<file path="src/rtl/fddi_pkg.sv">
// fddi_pkg: shared state encoding, timer width and frame-control codes for the FDDI claim/token path
package fddi_pkg;
  typedef enum logic [1:0] {
    RING_OP = 2'd0,
    CLAIM   = 2'd1,
    BEACON  = 2'd2,
    TOKEN   = 2'd3
  } state_t;
  localparam int T_W_DEF = 16;
  localparam logic [7:0] FC_TOKEN  = 8'h80;
  localparam logic [7:0] FC_CLAIM  = 8'hc3;
  localparam logic [7:0] FC_BEACON = 8'hc2;
  function automatic logic is_mac_frame(input logic [7:0] fc);
    return fc == FC_CLAIM || fc == FC_BEACON;
  endfunction
endpackage

</file>
<file path="src/rtl/fddi_claim_ctrl_if.sv">
// fddi_claim_ctrl_if: ring-event inputs and claim/token control outputs of the ring-access controller
interface fddi_claim_ctrl_if;
  import fddi_pkg::*;
  logic merge, er, xmit, fddi;
  logic rx_token, rx_claim_hi, rx_claim_own, rx_beacon_own;
  logic claim, tx_claim, tx_beacon, tx_token, xmit_grant, late;
  state_t state;
  modport master (
    output merge, er, xmit, fddi, rx_token, rx_claim_hi, rx_claim_own, rx_beacon_own,
    input  claim, tx_claim, tx_beacon, tx_token, xmit_grant, late, state
  );
  modport slave (
    input  merge, er, xmit, fddi, rx_token, rx_claim_hi, rx_claim_own, rx_beacon_own,
    output claim, tx_claim, tx_beacon, tx_token, xmit_grant, late, state
  );
endinterface

</file>
<file path="src/rtl/fddi_timer.sv">
// fddi_timer: up/down counter with clear, load, enable and optional saturation (clear beats load beats count)
module fddi_timer import fddi_pkg::*; #(
  parameter int W = T_W_DEF
) (
  input  logic         clk,
  input  logic         rst_n,
  input  logic         clr,
  input  logic         ld,
  input  logic         en,
  input  logic         up,
  input  logic         sat,
  input  logic [W-1:0] ld_val,
  output logic [W-1:0] q
);
  logic at_lim;
  assign at_lim = up ? &q : ~|q;
  always_ff @(posedge clk or negedge rst_n)
    if (!rst_n) q <= '0;
    else if (clr) q <= '0;
    else if (ld) q <= ld_val;
    else if (en && !(sat && at_lim)) q <= up ? q + 1'b1 : q - 1'b1;
endmodule

</file>
<file path="src/rtl/fddi_claim_ctrl.sv">
// fddi_claim_ctrl: FDDI ring-access controller; sequences claim/beacon/ring-op/token and owns TRT, THT, late and claim timeout
module fddi_claim_ctrl import fddi_pkg::*; #(
  parameter int T_W   = T_W_DEF,
  parameter int T_REQ = 8,
  parameter int T_MAX = 20
) (
  input logic clk,
  input logic rst_n,
  fddi_claim_ctrl_if.slave bus
);
  localparam logic [T_W-1:0] REQ_M1 = T_W'(T_REQ - 1);
  localparam logic [T_W-1:0] MAX_M1 = T_W'(T_MAX - 1);
  state_t st, st_nx;
  logic late, late_nx, tok_nx, tok_q, claim_q, beacon_q, grant_q, frc;
  logic trt_clr, trt_en, tht_clr, tht_ld, tht_en, ctm_clr, ctm_en;
  logic [T_W-1:0] trt, tht, ctm, tht_val;
  assign tht_val = trt >= REQ_M1 ? '0 : REQ_M1 - trt;
  fddi_timer #(.W(T_W)) u_trt (
    .clk(clk), .rst_n(rst_n), .clr(trt_clr), .ld(1'b0), .en(trt_en),
    .up(1'b1), .sat(1'b1), .ld_val('0), .q(trt)
  );
  fddi_timer #(.W(T_W)) u_tht (
    .clk(clk), .rst_n(rst_n), .clr(tht_clr), .ld(tht_ld), .en(tht_en),
    .up(1'b0), .sat(1'b1), .ld_val(tht_val), .q(tht)
  );
  fddi_timer #(.W(T_W)) u_ctm (
    .clk(clk), .rst_n(rst_n), .clr(ctm_clr), .ld(1'b0), .en(ctm_en),
    .up(1'b1), .sat(1'b1), .ld_val('0), .q(ctm)
  );
  always_comb begin
    st_nx   = st;
    late_nx = late;
    tok_nx  = 1'b0;
    frc     = 1'b1;
    trt_clr = 1'b0;
    trt_en  = 1'b0;
    tht_clr = 1'b0;
    tht_ld  = 1'b0;
    tht_en  = 1'b0;
    ctm_clr = 1'b0;
    ctm_en  = 1'b0;
    if (!bus.fddi) st_nx = BEACON;
    else if (bus.er && st != BEACON) st_nx = CLAIM;
    else if (bus.merge && (st == RING_OP || st == TOKEN)) st_nx = CLAIM;
    else begin
      frc = 1'b0;
      case (st)
        CLAIM: begin
          ctm_en = 1'b1;
          if (bus.rx_claim_own) begin
            st_nx  = RING_OP;
            tok_nx = 1'b1;
          end else if (bus.rx_claim_hi) st_nx = RING_OP;
          else if (ctm == MAX_M1) st_nx = BEACON;
        end
        RING_OP: begin
          // a token arriving in the expiry cycle takes precedence over the expiry
          if (bus.rx_token && bus.xmit && !late) begin
            st_nx   = TOKEN;
            tht_ld  = 1'b1;
            trt_clr = 1'b1;
          end else if (bus.rx_token) begin
            trt_clr = 1'b1;
            late_nx = 1'b0;
          end else if (trt >= REQ_M1) begin
            if (late) st_nx = CLAIM;
            else begin
              late_nx = 1'b1;
              trt_clr = 1'b1;
            end
          end else trt_en = 1'b1;
        end
        TOKEN: begin
          trt_en = 1'b1;
          if (!bus.xmit || tht == '0) begin
            st_nx  = RING_OP;
            tok_nx = 1'b1;
          end else tht_en = 1'b1;
        end
        default: if (bus.rx_beacon_own) st_nx = CLAIM;
      endcase
    end
    if (st_nx == BEACON || (st_nx == CLAIM && (frc || st != CLAIM))) begin
      trt_clr = 1'b1;
      ctm_clr = 1'b1;
      tht_clr = st_nx == BEACON;
      late_nx = 1'b0;
    end
  end
  always_ff @(posedge clk or negedge rst_n)
    if (!rst_n) begin
      st       <= CLAIM;
      late     <= 1'b0;
      tok_q    <= 1'b0;
      claim_q  <= 1'b1;
      beacon_q <= 1'b0;
      grant_q  <= 1'b0;
    end else begin
      st       <= st_nx;
      late     <= late_nx;
      tok_q    <= tok_nx;
      claim_q  <= st_nx == CLAIM;
      beacon_q <= st_nx == BEACON;
      grant_q  <= st_nx == TOKEN;
    end
  assign bus.state      = st;
  assign bus.late       = late;
  assign bus.tx_token   = tok_q;
  assign bus.claim      = claim_q;
  assign bus.tx_claim   = claim_q;
  assign bus.tx_beacon  = beacon_q;
  assign bus.xmit_grant = grant_q;
endmodule

</file>
<file path="src/flat_wrapper.sv">
// flat-port wrapper written by rule: the top's interface ports become plain ports
module fddi_claim_ctrl_flat import fddi_pkg::*;
#(
  parameter int T_W   = T_W_DEF,
  parameter int T_REQ = 8,
  parameter int T_MAX = 20
)
  (clk, rst_n, bus_merge, bus_er, bus_xmit, bus_fddi, bus_rx_token, bus_rx_claim_hi, bus_rx_claim_own, bus_rx_beacon_own, bus_claim, bus_tx_claim, bus_tx_beacon, bus_tx_token, bus_xmit_grant, bus_late, bus_state);
  fddi_claim_ctrl_if bus_i ();
  input logic clk;
  input logic rst_n;
  input wire logic [$bits(bus_i.merge)-1:0] bus_merge;
  input wire logic [$bits(bus_i.er)-1:0] bus_er;
  input wire logic [$bits(bus_i.xmit)-1:0] bus_xmit;
  input wire logic [$bits(bus_i.fddi)-1:0] bus_fddi;
  input wire logic [$bits(bus_i.rx_token)-1:0] bus_rx_token;
  input wire logic [$bits(bus_i.rx_claim_hi)-1:0] bus_rx_claim_hi;
  input wire logic [$bits(bus_i.rx_claim_own)-1:0] bus_rx_claim_own;
  input wire logic [$bits(bus_i.rx_beacon_own)-1:0] bus_rx_beacon_own;
  output wire logic [$bits(bus_i.claim)-1:0] bus_claim;
  output wire logic [$bits(bus_i.tx_claim)-1:0] bus_tx_claim;
  output wire logic [$bits(bus_i.tx_beacon)-1:0] bus_tx_beacon;
  output wire logic [$bits(bus_i.tx_token)-1:0] bus_tx_token;
  output wire logic [$bits(bus_i.xmit_grant)-1:0] bus_xmit_grant;
  output wire logic [$bits(bus_i.late)-1:0] bus_late;
  output wire logic [$bits(bus_i.state)-1:0] bus_state;
  assign bus_i.merge = bus_merge;
  assign bus_i.er = bus_er;
  assign bus_i.xmit = bus_xmit;
  assign bus_i.fddi = bus_fddi;
  assign bus_i.rx_token = bus_rx_token;
  assign bus_i.rx_claim_hi = bus_rx_claim_hi;
  assign bus_i.rx_claim_own = bus_rx_claim_own;
  assign bus_i.rx_beacon_own = bus_rx_beacon_own;
  assign bus_claim = bus_i.claim;
  assign bus_tx_claim = bus_i.tx_claim;
  assign bus_tx_beacon = bus_i.tx_beacon;
  assign bus_tx_token = bus_i.tx_token;
  assign bus_xmit_grant = bus_i.xmit_grant;
  assign bus_late = bus_i.late;
  assign bus_state = bus_i.state;
  fddi_claim_ctrl #(.T_W(T_W), .T_REQ(T_REQ), .T_MAX(T_MAX)) u_core (.clk(clk), .rst_n(rst_n), .bus(bus_i));
endmodule
</file>
<file path="config.mk">
export PLATFORM = sky130hd
export DESIGN_NAME = fddi_claim_ctrl_flat
export DESIGN_NICKNAME = d
export VERILOG_FILES = /design/src/rtl/fddi_pkg.sv /design/src/rtl/fddi_claim_ctrl_if.sv /design/src/rtl/fddi_timer.sv /design/src/rtl/fddi_claim_ctrl.sv /design/src/flat_wrapper.sv
export SDC_FILE = /design/constraint.sdc
export NUM_CORES = 1
export LEC_CHECK = 0
export CAP_MARGIN = 10
export CORE_MARGIN = 5
export CORE_UTILIZATION = 62
export CTS_BUF_LIST = sky130_fd_sc_hd__clkbuf_2 sky130_fd_sc_hd__clkbuf_4 sky130_fd_sc_hd__clkbuf_8
export CTS_CLUSTER_DIAMETER = 120
export DETAILED_ROUTE_END_ITERATION = 6
export PLACE_DENSITY = 0.81
export SLEW_MARGIN = 20
export SYNTH_ARGS = -nofsm -noshare
export SYNTH_HDL_FRONTEND = slang
export SYNTH_SLANG_ARGS = --single-unit
</file>
<file path="constraint.sdc">
create_clock -name clk -period 5.2 [get_ports clk]
set_input_delay 0.78 -clock clk [delete_from_list [all_inputs] [get_ports clk]]
set_output_delay 0.78 -clock clk [all_outputs]
set_load 0.02 [all_outputs]
</file>
After elaboration in Yosys (flattened, before gate mapping):

Cells that the tools add are included.
W data, S select, Z words.

* register bits: 55
* word-level logic and storage cells: 123
* output and inout port bits: 8
* input port bits: 10

* magnitude comparators: 1
* eq/ne operators: 11
* mux-type cells: 70
* add/subtract/negate cells: 4
* reduce and logical (&&, ||, !) cells: 28

Operators with widths (count)
* $mux W16: 8
* $mux W1: 47
* $add A16 B1 Y16 const B: 2
* $reduce_and A16 Y1: 2
* $mux W2: 12
* $eq A16 B5 Y1 const B: 1
* $ge A16 B3 Y1 const B: 1
* $logic_not A16 Y1: 1
* $reduce_or A16 Y1: 1
* $sub A16 B1 Y16 const B: 1
* $sub A3 B16 Y16 const A: 1
* $logic_and A1 B1 Y1: 8
* $ne A2 B2 Y1 const B: 4
* $reduce_bool A2 Y1: 4
* $eq A2 B2 Y1 const B: 3
* $pmux W2 S3: 1
* $reduce_and A6 Y1: 1
* $reduce_bool A3 Y1: 2
* $eq A2 B1 Y1 const B: 2
* $logic_not A1 Y1: 4
* $logic_or A1 B1 Y1: 4
* $pmux W1 S2: 2
* $logic_not A2 Y1: 1
* $ne A2 B1 Y1 const B: 1

Longest topological paths before layout:

* depth in word-level cells: 13
* gate-level depth with buffers: 10
* gate-level depth less buffers: 8

Hierarchy:

From an unflattened synthesis, not the netlist that was laid out.

* cell total of the unflattened synthesis: 700
* area total of the unflattened synthesis: 5846.9 µm²

Modules (own cells, without submodules)
* fddi_timer (u_core.u_tht ...): cells each 197, area each 1689.1 µm², instances 2
* fddi_timer (u_core.u_ctm): cells each 200, area each 1670.4 µm², instances 1
* fddi_claim_ctrl: cells each 106, area each 798.3 µm², instances 1

Least setup slack after synthesis:

OpenSTA, ideal clock, no wires.

* path kind: reg-to-reg
* start: register u_core.st[0], in the netlist u_core.bus.state[0]
* end: register u_core.u_tht.q[14]
* period minus slack after synthesis: 2502 ps
* library setup time: 86 ps
* buffers on the path: 0
* stages on the path, launching flop included: 9
* path slack: 2698 ps
* arrival time: 2416 ps
* cell sequence: dfstp_2 > inv_1 > ha_1 > nand2b_1 > nand3_1 > nor4b_1 > nand4_1 > xor2_1 > nor3_1

* longest elaborated chain between the ends: 13
* elaborated cells on any way between the ends: 42
* classes of those cells: eq/ne (6); mux (27); reduce/logical (9)

RTL lines
* from (decl): RTL line fddi_claim_ctrl.sv:13 `state_t st, st_nx;`
* from (signal assigned): RTL line fddi_claim_ctrl.sv:99 `st <= st_nx;`
* $mux W2: RTL line fddi_claim_ctrl.sv:66 `if (late) st_nx = CLAIM;`
* $mux W2: RTL line fddi_claim_ctrl.sv:65 `end else if (trt >= REQ_M1) begin`
* $mux W2: RTL line fddi_claim_ctrl.sv:62 `end else if (bus.rx_token) begin`
* $mux W2: RTL line fddi_claim_ctrl.sv:58 `if (bus.rx_token && bus.xmit && !late) begin`
* $pmux W2 S3: RTL line fddi_claim_ctrl.sv:47 `case (st)`
* $mux W2: RTL line fddi_claim_ctrl.sv:44 `else if (bus.merge && (st == RING_OP || st == TOKEN)) st_nx = CLAIM;`
* $mux W2: RTL line fddi_claim_ctrl.sv:43 `else if (bus.er && st != BEACON) st_nx = CLAIM;`
* $mux W2: RTL line fddi_claim_ctrl.sv:42 `if (!bus.fddi) st_nx = BEACON;`
* $eq A2 B1 Y1: RTL line fddi_claim_ctrl.sv:83 `if (st_nx == BEACON || (st_nx == CLAIM && (frc || st != CLAIM))) begin`
* $logic_and A1 B1 Y1: RTL line fddi_claim_ctrl.sv:83
* $logic_or A1 B1 Y1: RTL line fddi_claim_ctrl.sv:83
* $mux W1: RTL line fddi_claim_ctrl.sv:83
* $reduce_bool A3 Y1 (no source line) or $mux W16 (tied branches)
* to (signal assigned): RTL line fddi_timer.sv:20 `else if (ld) q <= ld_val;`
* to (signal assigned): RTL line fddi_timer.sv:21 `else if (en && !(sat && at_lim)) q <= up ? q + 1'b1 : q - 1'b1;`
* to (decl): RTL line fddi_timer.sv:13 `output logic [W-1:0] q`

Parallel ways exist; a longest one is shown, timed or not.
A chain may end at the register's enable or synchronous reset.

Worst setup path after layout:

* start: register u_core.st[0], in the netlist u_core.bus.state[0]
* end: register u_core.u_ctm.q[5]

* longest elaborated chain between the ends: 13
* elaborated cells on any way between the ends: 37
* classes of those cells: eq/ne (6); mux (22); reduce/logical (9)

RTL lines (RTL line)
* $mux W2: fddi_claim_ctrl.sv:66
* $mux W2: fddi_claim_ctrl.sv:65
* $mux W2: fddi_claim_ctrl.sv:62
* $mux W2: fddi_claim_ctrl.sv:58
* $pmux W2 S3: fddi_claim_ctrl.sv:47
* $mux W2: fddi_claim_ctrl.sv:44
* $mux W2: fddi_claim_ctrl.sv:43
* $mux W2: fddi_claim_ctrl.sv:42
* $eq A2 B1 Y1: fddi_claim_ctrl.sv:83
* $logic_and A1 B1 Y1: fddi_claim_ctrl.sv:83
* $logic_or A1 B1 Y1: fddi_claim_ctrl.sv:83
* $mux W1: fddi_claim_ctrl.sv:83
* $mux W16 or $reduce_bool A2 Y1 (tied branches)
* to (signal assigned): fddi_timer.sv:20
* to (signal assigned): fddi_timer.sv:21
* to (decl): fddi_timer.sv:13

Parallel ways exist; a longest one is shown, timed or not.

==> metrics <==
status=completed; antenna violations before repair=0; HP Class=in -> async; CTS Hold Bufs=0; Synth top cells by count=dfrtp_1 (53), nor3_1 (40), xor2_1 (32); Final ANT Viol Nets=0; Slew @ Worst Pin=1000 ps; most area-hungry cell type in the Yosys netlist=dfrtp_1; Critical R2R Launch=u_core.bus.state[0]; # DRC=0; largest net degree at the start of global routing=56; synthesized area per cell=9.78 sq um; maximum clock path buffer count=2; RSZ-0062 raised after global routing=false; Yosys Warn Count=0; EDFF count, synth=0; met2 global-route usage=37.6%; Yosys top cell area share=37.0%; Starting Density=64.4%; sequential fraction of the synthesis area=38.4%; Mapped Cells=367; core area=0.00557 sq mm; Total Power=1.36 mW; most frequent cell after synthesis=dfrtp_1; Die Area=0.00741 sq mm; CP Data Required Time=5380 ps; R2R Setup Slk=2170 ps; Tmin final=3030 ps; Worst Path Max Fanout=37; Root Driver=clkbuf_8; maxcap violations=0; clk slew on worst S/H paths=110 ps; prevailing post-synth register cell=dfrtp_1; Final Skew=15.2 ps; Syn Nets=387; endpoints failing setup=0; postcts setup bufs=0; Adder-Cell Fraction of Synth Area=3.49%; vias=2906; top cells by area, synth=dfrtp_1 (37%), xor2_1 (7.8%), nor3_1 (5.6%), nor4bb_2 (4.5%), ha_1 (3.5%); reg2reg path depth=8; worst hold margin=586 ps; first-pass GRT wire length=13.9 mm; ratio of cells with drive above 1 in the final layout=10.0%; crit start category=flip-flop; critical path type=reg -> reg; TritonCTS clock tree=done; Yosys cell types=58; relative slew slack=33.0%; pwr/cell area=351 mW/mm^2; Leakage=1.61 nW; Compound-Gate Fraction of Synth Area=9.76%; Crit path arrival time=3210 ps; Final Cycle Share=58.4%; Port Buffers=17; Async SR Flop Fraction=100%; Clock Latency Late Sink=320 ps; synthesized area=0.00359 sq mm; RR Endpoint=u_core.u_ctm.q[5]; final net count=399; Avg WL per Cell=17.7 um; peak supply drop=281 uV; Clock Sinks=55; main combinational cell family by area after synthesis=simple AND/OR/NAND/NOR gates; Post-DP Area=0.00377 sq mm; GR Util met1=31.1%; IO Pins=18; DRT iter0 DRCs=166; Synth Area in Simple Gates=33.2%; Routed Wire Length=7.98 mm; gr busiest metal=met2; DP Worst Slack=1890 ps; Max Slew Vio Count=0; number of global-route vias before repair=2856; FMAX=0.330 GHz; Setup crit end kind=flip-flop; post-CTS resize count=0; post-route design area=0.00389 sq mm; via/cell ratio=6.43; mux cell area share after synthesis=0.837%; CTS Buf Count=5; M3 GR Usage=4.13%; Die Ht=86.1 um; H-tree levels=2; final hold vios=0; Horiz. Die Dim=86.1 um; Setup TNS=0 ps; P&R area growth vs syn=8.30%; drt pass-1 iters=4; final setup margin=2170 ps; Ant. Diodes=0; flop and latch count out of synthesis=55; GP Congestion=0.966; Detailed Place HPWL=5.35 mm; xor and xnor area share after synthesis=10.3%; total gr overflow=0; row cnt=27; GR Util All Layers=23.1%
worst max path at each step:
stage | startpoint | endpoint | slack [ps] | depth (start not counted)
floorplan | u_core.bus.state[0] | u_core.u_tht.q[14] | 2700 | 8
global route | u_core.bus.state[1] | u_core.u_trt.q[14] | 1920 | 9
global placement | bus_rx_token | u_core.u_trt.q[5] | 1940 | 8
finish | u_core.bus.state[0] | u_core.u_ctm.q[5] | 2170 | 8
CTS | u_core.bus.state[0] | u_core.u_ctm.q[11] | 2200 | 8
detailed placement | bus_rx_claim_own | u_core.bus.late | 1890 | 8
report_power, final:
group | internal [mW] | switching (mW)
Combinational | 0.180 | 0.403
Clock | 0.146 | 0.154
Sequential | 0.456 | 0.0231
cell usage in the layout (no fill, tap or decap), types with 3 or more instances in the layout:
cell             netlist  layout
a21oi_1               14      14
and2_1                 3       3
and3_1                 4       4
and4_1                 7       7
buf_4                  5       3
clkbuf_8               0       5
clkdlybuf4s50_1        0      16
dfrtp_1               53      53
ha_1                  10      10
inv_1                 13      13
mux2i_1                3       3
nand2_1               26      26
nand2b_1               3       3
nand3_1               13      13
nand3b_1               4       4
nand4_1               12      12
nor2_1                24      24
nor2b_1                3       3
nor3_1                40      40
nor4_1                 8       8
nor4b_1                7       7
nor4bb_1               4       4
nor4bb_2              10      10
o2111ai_1              3       3
o21ai_0                7       7
or3_1                  4       4
xnor2_1               10      10
xor2_1                32      32
per-stage QoR:
step | cells | util [%]
floorplan | 367 | -
global placement | 444 | 67.6
finish | 452 | 69.7
CTS | 452 | 69.7
detailed placement | 444 | 67.6
global route | 452 | 69.7
state kept, by name, summed over array words and instances (netlist names):
register	cells
u_core.bus.tx_token	1
u_core.u_ctm.q	16
u_core.bus.claim	1
u_core.bus.late	1
u_core.bus.tx_beacon	1
u_core.bus.xmit_grant	1
u_core.u_tht.q	16
u_core.u_trt.q	16
u_core.bus.state	2
critical path: stages, from the launching register on:
cell and delay (ps):
dfstp_2 630, inv_1 130, ha_1 320, nand2b_1 250, o221ai_1 210, a2bb2oi_1 220, o31ai_4 490, buf_4 500
nor3_1 140
logic make-up (layout without fill, tap and decap cells):
group | after synthesis | in the layout
AOI/OAI and AO/OA | 46 | 46
and+or+nand+nor | 183 | 183
xor gates and xnor gates | 42 | 42
adders and majority gates | 10 | 10
DFF | 55 | 55
muxes | 3 | 3
buffers and inverters | 28 | 41
metal layers:
metal,routed length [um],vias to the layer above
met4,134,0
met3,377,18
li1,-,1377
met5,0,-
met2,3940,83
met1,3530,1428
area by class of cell:
cell class / instances / area [sq um]
Clock buffer: 5 / 68.8
Sequential cell: 55 / 1380
Multi-Input combinational cell: 284 / 2060
Tap cell: 72 / 90.1
Clock inverter: 3 / 47.5
Fill cell: 430 / 1690
Inverter: 13 / 48.8
Timing Repair Buffer: 20 / 188
(Power assumes the default switching activity.)
